**src/rtl/plic_pkg.sv**
```systemverilog
// Shared types for the PLIC interrupt gateway: source modes, per-source
// FSM states and the synchroniser depth ceiling.
package plic_pkg;

    // Deepest input synchroniser a cell will build.
    localparam int SYNC_STAGES_MAX = 3;

    // Per-source trigger mode (raw encoding 2'b11 folds onto level).
    typedef enum logic [1:0] {
        MODE_LEVEL    = 2'b00,
        MODE_EDGE     = 2'b01,
        MODE_EDGE_CNT = 2'b10
    } plic_mode_e;

    // Gateway FSM: waiting, pending towards targets, in service.
    typedef enum logic [1:0] {
        ST_IDLE = 2'b00,
        ST_PEND = 2'b01,
        ST_SERV = 2'b10
    } plic_state_e;

    // Map the raw mode field onto the enum; the reserved code is level.
    function automatic plic_mode_e decode_mode(input logic [1:0] raw);
        case (raw)
            2'b01:   return MODE_EDGE;
            2'b10:   return MODE_EDGE_CNT;
            default: return MODE_LEVEL;
        endcase
    endfunction

endpackage

```
**src/rtl/plic_gateway_cell.sv**
```systemverilog
// Single-source gateway: input synchroniser, rise detector, saturating
// pending-edge counter with sticky overflow, and the IDLE/PEND/SERV FSM.
module plic_gateway_cell
    import plic_pkg::*;
#(
    parameter int CNT_W       = 4,
    parameter int SYNC_STAGES = 2
) (
    input  logic       clk_i,
    input  logic       rst_ni,
    input  logic       src_i,
    input  logic [1:0] mode_i,
    input  logic       claim_i,
    input  logic       complete_i,
    input  logic       ovf_clr_i,
    output logic       ip_o,
    output logic       ia_o,
    output logic       ovf_o
);

    // Depth actually built, clamped to the supported range.
    localparam int SS = (SYNC_STAGES > SYNC_STAGES_MAX) ? SYNC_STAGES_MAX :
                        (SYNC_STAGES < 0)               ? 0 : SYNC_STAGES;

    logic        s;
    logic        s_prev_d, s_prev_q;
    logic        rise;
    plic_mode_e  mode_d, mode_q;
    logic        mode_chg;
    logic        is_edge;
    logic [CNT_W-1:0] lim;
    logic [CNT_W-1:0] cnt_d, cnt_q;
    logic        inc, dec;
    logic        ovf_evt;
    logic        ovf_d, ovf_q;
    plic_state_e state_d, state_q;

    generate
        if (SS == 0) begin : g_bypass
            assign s = src_i;
        end else begin : g_sync
            logic [SS-1:0] sync_d, sync_q;

            // Shift the raw line through the synchroniser chain.
            always_comb begin
                sync_d = SS'({sync_q, src_i});
            end

            // Synchroniser flops, cleared on reset.
            always_ff @(posedge clk_i or negedge rst_ni) begin
                if (!rst_ni) sync_q <= '0;
                else         sync_q <= sync_d;
            end

            assign s = sync_q[SS-1];
        end
    endgenerate

    assign rise     = s & ~s_prev_q;
    assign s_prev_d = s;

    // Registered mode; any change of the decoded mode flushes the counter.
    assign mode_d   = decode_mode(mode_i);
    assign mode_chg = (mode_d != mode_q);
    assign is_edge  = (mode_q != MODE_LEVEL);

    // Plain edge mode remembers at most one edge; edge-count fills the counter.
    assign lim = (mode_q == MODE_EDGE_CNT) ? '1 : CNT_W'(1);

    assign inc = is_edge & rise;
    assign dec = is_edge & claim_i & (state_q == ST_PEND);

    // Saturating pending-edge counter; a coincident rise and claim cancel.
    always_comb begin
        cnt_d   = cnt_q;
        ovf_evt = 1'b0;
        if (mode_chg) begin
            cnt_d = '0;
        end else if (inc && !dec) begin
            if (cnt_q >= lim) ovf_evt = (mode_q == MODE_EDGE_CNT);
            else              cnt_d   = cnt_q + 1'b1;
        end else if (dec && !inc) begin
            if (cnt_q != '0) cnt_d = cnt_q - 1'b1;
        end
    end

    // Sticky overflow; a new overflow beats a clear in the same cycle.
    always_comb begin
        ovf_d = ovf_q;
        if (ovf_clr_i) ovf_d = 1'b0;
        if (ovf_evt)   ovf_d = 1'b1;
    end

    // Gateway FSM; claim only acts in PEND, complete only in SERV.
    always_comb begin
        state_d = state_q;
        case (state_q)
            ST_IDLE: begin
                if (is_edge ? ((cnt_q != '0) || rise) : s) state_d = ST_PEND;
            end
            ST_PEND: begin
                if (claim_i) state_d = ST_SERV;
            end
            ST_SERV: begin
                if (complete_i) state_d = ST_IDLE;
            end
            default: state_d = ST_IDLE;
        endcase
    end

    // State flops; reset drops any in-service and counted edges.
    always_ff @(posedge clk_i or negedge rst_ni) begin
        if (!rst_ni) begin
            s_prev_q <= 1'b0;
            mode_q   <= MODE_LEVEL;
            cnt_q    <= '0;
            ovf_q    <= 1'b0;
            state_q  <= ST_IDLE;
        end else begin
            s_prev_q <= s_prev_d;
            mode_q   <= mode_d;
            cnt_q    <= cnt_d;
            ovf_q    <= ovf_d;
            state_q  <= state_d;
        end
    end

    assign ip_o  = (state_q == ST_PEND);
    assign ia_o  = (state_q == ST_SERV);
    assign ovf_o = ovf_q;

endmodule

```
**src/rtl/plic_gateway_v2.sv**
```systemverilog
// PLIC gateway array: one independent gateway cell per interrupt source.
module plic_gateway_v2
    import plic_pkg::*;
#(
    parameter int N_SOURCE    = 64,
    parameter int CNT_W       = 4,
    parameter int SYNC_STAGES = 2
) (
    input  logic                     clk_i,
    input  logic                     rst_ni,
    input  logic [N_SOURCE-1:0]      src_i,
    input  logic [N_SOURCE-1:0][1:0] mode_i,
    input  logic [N_SOURCE-1:0]      claim_i,
    input  logic [N_SOURCE-1:0]      complete_i,
    input  logic [N_SOURCE-1:0]      ovf_clr_i,
    output logic [N_SOURCE-1:0]      ip_o,
    output logic [N_SOURCE-1:0]      ia_o,
    output logic [N_SOURCE-1:0]      ovf_o
);

    generate
        for (genvar i = 0; i < N_SOURCE; i++) begin : g_cell
            plic_gateway_cell #(
                .CNT_W       (CNT_W),
                .SYNC_STAGES (SYNC_STAGES)
            ) u_cell (
                .clk_i      (clk_i),
                .rst_ni     (rst_ni),
                .src_i      (src_i[i]),
                .mode_i     (mode_i[i]),
                .claim_i    (claim_i[i]),
                .complete_i (complete_i[i]),
                .ovf_clr_i  (ovf_clr_i[i]),
                .ip_o       (ip_o[i]),
                .ia_o       (ia_o[i]),
                .ovf_o      (ovf_o[i])
            );
        end
    endgenerate

endmodule

```
**config.mk**
```make
export PLATFORM = sky130hd
export DESIGN_NAME = plic_gateway_v2
export DESIGN_NICKNAME = d
export VERILOG_FILES = /design/src/rtl/plic_pkg.sv /design/src/rtl/plic_gateway_cell.sv /design/src/rtl/plic_gateway_v2.sv
export SDC_FILE = /design/constraint.sdc
export NUM_CORES = 2
export LEC_CHECK = 0
export BUFFER_PORTS_ARGS = -buffer_cell sky130_fd_sc_hd__clkbuf_2
export CAP_MARGIN = 30
export CORE_UTILIZATION = 44
export CTS_CLUSTER_DIAMETER = 100
export CTS_CLUSTER_SIZE = 28
export DETAILED_ROUTE_END_ITERATION = 7
export PLACE_DENSITY = 0.73
export SLEW_MARGIN = 10
export SYNTH_ARGS = -nofsm -noshare
export SYNTH_HDL_FRONTEND = slang
export SYNTH_SLANG_ARGS = --single-unit
export TNS_END_PERCENT = 50
```
**constraint.sdc**
```tcl
create_clock -name clk_i -period 2.5 [get_ports clk_i]
set_input_delay 0.125 -clock clk_i [delete_from_list [all_inputs] [get_ports clk_i]]
set_output_delay 0.125 -clock clk_i [all_outputs]
set_load 0.02 [all_outputs]
```
Word-level counts from Yosys, hierarchy flattened
Cells that the tools add are included.
{"block": "op_classes", "n_addsub": 128, "order_cmp": 64, "n_eq_ne": 640, "n_mux": 1088, "bitwise": 320, "reduce_logical": 832}
{"operator": "2-to-1 mux 4 bit", "n": 384}
{"operator": "equality test 2 bit (second input constant)", "n": 192}
{"operator": "2-to-1 mux 1 bit", "n": 384}
{"operator": "2-to-1 mux 2 bit", "n": 192}
{"operator": "case mux 2 bit (3 select lines)", "n": 64}
{"operator": "AND reduction 3 bit", "n": 128}
{"operator": "nonzero test 3 bit", "n": 128}
{"operator": "adder 4 x 1 -> 4 bit (second input constant)", "n": 64}
{"operator": "AND 1 bit", "n": 256}
{"operator": "equality test 2 x 1 -> 1 bit (second input constant)", "n": 128}
{"operator": "greater-or-equal comparator 4 bit", "n": 64}
{"operator": "inequality test 2 bit (second input constant)", "n": 128}
{"operator": "case mux 2 bit (2 select lines)", "n": 64}
{"operator": "nonzero test 2 bit", "n": 128}
{"operator": "nonzero test 4 bit", "n": 64}
{"operator": "subtractor 4 x 1 -> 4 bit (second input constant)", "n": 64}
{"operator": "inequality test 3 x 2 -> 1 bit (second input constant)", "n": 64}
{"operator": "logical AND 1 bit", "n": 128}
{"operator": "zero test 1 bit", "n": 128}
{"operator": "zero test 2 bit", "n": 64}
{"operator": "inequality test 2 x 1 -> 1 bit (second input constant)", "n": 64}
{"operator": "inequality test 2 bit", "n": 64}
{"operator": "logical OR 1 bit", "n": 64}
{"operator": "inverter 1 bit", "n": 64}
{"block": "totals", "ff_bits": 768, "output_inout_bits": 192}

Longest topological paths before layout
{"block": "depth", "word_depth": 8, "mapped_depth": 10}

By module
A second synthesis with hierarchy kept.
{"block": "unflattened", "cells_unflattened": 4544, "area_unflattened_um2": 47247.8}
{"module": "plic_gateway_cell at g_cell[0].u_cell ...", "instances": 50, "cells_per_inst": 71, "area_per_inst_um2": 749.5, "seq_area_each_um2": 300.3}
{"module": "plic_gateway_cell at g_cell[54].u_cell ...", "instances": 14, "cells_per_inst": 71, "area_per_inst_um2": 698.2, "seq_area_each_um2": 300.3}

Worst setup path before layout
Ideal clock, no wire load.
{"block": "synth_path", "path_kind": "reg2reg", "start": "reg g_cell[43].u_cell.mode_q[1]", "end": "reg g_cell[43].u_cell.cnt_q[3]", "arrival_time_ns": 2.291, "setup_slack_ns": 0.089, "stages_incl_launch_ff": 11, "n_path_buf": 0, "synth_period_minus_slack_ns": 2.411, "cell_sequence": "dfrtp_1 > or2_2 > and3b_1 > ha_1 > inv_1 > ha_1 > nor2_1 > a32o_1 > a221oi_1 > a21oi_1 > a31o_2"}
{"block": "synth_via", "elab_chain_cells": 7}
{"element": "from (decl)", "line_no": "plic_gateway_cell.sv:28", "rtl": "plic_mode_e mode_d, mode_q;"}
{"element": "from (signal assigned)", "line_no": "plic_gateway_cell.sv:121", "rtl": "mode_q <= mode_d;"}
{"element": "parallel branches: the longest is 7 deep, another holds greater-or-equal comparator 4 bit"}
{"element": "to (signal assigned)", "line_no": "plic_gateway_cell.sv:122", "rtl": "cnt_q <= cnt_d;"}
{"element": "to (decl)", "line_no": "plic_gateway_cell.sv:32", "rtl": "logic [CNT_W-1:0] cnt_d, cnt_q;"}
Several ways; the timed one is not identified.
A chain may end at the register's enable or synchronous reset.

Worst setup path in the final report
{"block": "layout_path", "start": "reg g_cell[9].u_cell.mode_q[0]", "end": "reg g_cell[9].u_cell.ovf_q"}
{"block": "layout_via", "elab_chain_cells": 8}
{"element": "from (decl)", "line_no": "plic_gateway_cell.sv:28"}
{"element": "from (signal assigned)", "line_no": "plic_gateway_cell.sv:121"}
{"element": "parallel branches: the longest is 6 deep, another holds greater-or-equal comparator 4 bit"}
{"element": "2-to-1 mux 1 bit (*)", "line_no": "plic_gateway_cell.sv:77", "rtl": "if (mode_chg) begin"}
{"element": "2-to-1 mux 1 bit / nonzero test 2 bit (equally long branches)"}
{"element": "to (signal assigned)", "line_no": "plic_gateway_cell.sv:123", "rtl": "ovf_q <= ovf_d;"}
{"element": "to (decl)", "line_no": "plic_gateway_cell.sv:35", "rtl": "logic ovf_d, ovf_q;"}
Mark *: on every way between the ends.

==> results.cfg <==
[timing]
period_needed_ns = 2.521
fin_worst_skew_ns = 0.02409
hold_violations = 0
grt_setup_unrepaired = true
period_share = 1.008
slew-limit-headroom = 0.4294
report.final.slew_viol_count = 0
setup_slack_ns = -0.02111
finalSetupViolations = 1
max_freq_mhz = 396.7
worst_slew_pin_slew_ns = 0.8501

[power]
power_mw = 32.43
vdd_drop_max_v = 0.0006691
power.leakage_nw = 26.25
power_density_nw_per_um2 = 563.2

[synthesis]
synthArstFlopShare = 1.000
ys_top_cells_by_area = dfrtp_1 (42%), ha_1 (12%), nor2b_1 (4.5%)
synth_most_common_cell = dfrtp_1
netlist_instances = 4584
yosysWarnings = 0
synth_top_flop_cell = dfrtp_1
syn_nets = 5418
synth.distinct_cells = 44
synth_top_area_frac = 0.4182
yosysSeqAreaShare = 0.4182
syn_area_um2 = 45960
synthTopCellsByCount = dfrtp_1 (768), ha_1 (445), nor2_1 (436)
synth.largest_area_cell = dfrtp_1
ys_seq_elements = 768
synth_edf_count = 0
syn_area_per_cell_um2 = 10.03

[flow_run]
drv_cap = 0

[grt]
grt-busiest-layer = met2
grt.total_usage = 0.2064
globalRouteMet2Util = 0.3681
globalRouteOverflowTotal = 0
grt_max_degree = 105
met1_usage = 0.2490
grtUsageMet3 = 0.03525
grt_pass1_vias = 38300
antenna_found_initial = 16
grt_pass1_wl_um = 185600

[cells_and_area]
seq_area_um2 = 19220
fillers = 8436
multiInputGateArea_um2 = 24540
fin_cells = 7125
fin_nets = 6553
area_growth_pct = 25.32
drive_gt1_frac = 0.1917

[critical_path]
cp_max_fo = 5
path_buf_inv = 1
start_kind = flop
cp_top_family = simple AND/OR/NAND/NOR gates
worstSetupPathType = reg2reg
cp.required_ns = 3.00
crit_slowest_cell = dlygate4sd3_1
worst_ep_arrival_time_ns = 3.02
path_cells = or2_2, and3b_1, ha_1, nand3_1, o22ai_2, nand2_2, o21ai_0, dlygate4sd3_1
critPathCaptureType = flop
critPathMaxStageDelay_ns = 0.58

[outcome]
run_status = complete, but fails checks
violations = setup timing

[route]
vias = 38110
routed_wl_um = 112800
first_iter_violations = 1889
drc_errors = 0
viasPerCell = 5.349
wl_per_cell_um = 15.83
drtAntennaViolNets = 0
drt_first_pass_iters = 5

[place]
port_buffers = 577
dp.cells = 6540
hpwlAfterDp_um = 76880
gp_congestion = 0.9158
place_ws_ns = -0.002515

[floorplanning]
initial_utilization = 0.4440
ios = 578
fp.coreArea_um2 = 103500
num_rows = 118
die_area_um2 = 105700
die_width_um = 325.2
die_h_um = 325.2

[clock_tree]
cts_root_buf = clkbuf_16
clkLatencyLatePin_ns = 0.63
tritoncts = done
cts_buffers = 37
cts.sinks = 768
clk_path_buf_depth = 3
htree_levels = 2
clk_pin_slew_worst_paths_ns = 0.12

[worst_hold_path]
holdCritPathClass = in2reg
==> final cells by class <==
class                   instances  area share
diodes                         11   0.0004780
repair buffers               1300      0.1682
multi-input cells            3292      0.4261
flip-flops and latches        768      0.3337
inverters                     320     0.02086
clock buffers                  41     0.01742
clock inverters                13    0.003237
well taps                    1380     0.02998
==> power by group <==
group | total, mW | internal, mW | leakage [nW] | switching (mW)
clock network | 7.48 | 3.13 | 0.582 | 4.35
logic | 9.90 | 4.34 | 15.7 | 5.56
registers | 15.1 | 13.8 | 9.96 | 1.30
total | 32.4 | 21.2 | 26.3 | 11.2
==> cells by family (layout without fill, tap and decap cells) <==
group	after synthesis	count (layout)	share of synthesized area
AO/OA/AOI/OAI	915	915	0.1387
buffers and inverters	524	1674	0.05867
other	0	11	0
multiplexers	125	125	0.02723
flip-flops	768	768	0.4182
XOR/XNOR	255	255	0.04860
AND/OR/NAND/NOR	1549	1549	0.1861
adder cells (fa/ha/maj)	448	448	0.1225
==> cells in the final DEF, fill, tap and decap left out, types with 113 or more instances in the layout <==
master	n
nand2b_1	158
xnor2_1	191
dlygate4sd3_1	499
dfrtp_1	767
nor2_1	432
clkbuf_2	576
a21oi_1	253
inv_1	309
nand3_1	113
mux2i_1	125
ha_1	415
nand2_1	119
buf_4	215
nor2b_1	321
==> flip-flops by register name (all words and copies together), names as in the netlist <==
signal                       count
g_cell.u_cell.s_prev_q          64
g_cell.u_cell.state_q          128
g_cell.u_cell.mode_q           128
g_cell.u_cell.g_sync.sync_q    128
g_cell.u_cell.ovf_o             64
g_cell.u_cell.cnt_q            256
==> through the flow <==
stage | hold slack, ns | TNS, ns | utilization | area, µm²
3_5_place_dp | 0.08964 | -0.003692 | 0.4901 | 50720
6_report | 0.1364 | -0.02111 | 0.5564 | 57590
2_1_floorplan | -0.1706 | 0 | - | 45960
3_3_place_gp | 0.08532 | 0 | 0.4901 | 50720
5_1_grt | 0.1023 | -0.4628 | 0.5564 | 57590
4_1_cts | 0.06989 | 0 | 0.5501 | 56940
==> per-layer routing <==
layer,vias up,part of all wire
met5,-,0.00031
met4,6,0.034
met3,253,0.046
met2,841,0.50
met1,18500,0.42
li1,18510,-
==> final timing paths <==
check | endpoint | slack (ns) | depth (start not counted) | start
worst max-delay path | g_cell[9].u_cell.ovf_o$_DFFE_PN0P_ | -0.02 | 8 | g_cell[9].u_cell.mode_q[0]$_DFF_PN0_
worst min-delay path | g_cell[4].u_cell.g_sync.sync_q[0]$_DFF_PN0_ | 0.14 | 2 | src_i[4]
worst max register to register | g_cell[9].u_cell.ovf_o$_DFFE_PN0P_ | -0.02 | 8 | g_cell[9].u_cell.mode_q[0]$_DFF_PN0_
worst min register to register | g_cell[39].u_cell.g_sync.sync_q[1]$_DFF_PN0_ | 0.35 | 0 | g_cell[39].u_cell.g_sync.sync_q[0]$_DFF_PN0_
max in group asynchronous | g_cell[25].u_cell.mode_q[0]$_DFF_PN0_ | 0.82 | 4 | rst_ni
min in group asynchronous | g_cell[43].u_cell.mode_q[0]$_DFF_PN0_ | 0.57 | 3 | rst_ni
==> timing repair <==
action / CTS / global route
cloned: 0 / 0
hold buffers: 499 / 0
gates resized for setup: 5 / 114
endpoints found under the hold margin: 981 / 0
setup buffers: 0 / 21
pin swaps: 0 / 29
setup endpoints to repair: 5 / 54
Note: power is estimated with default switching activity, not from simulation.
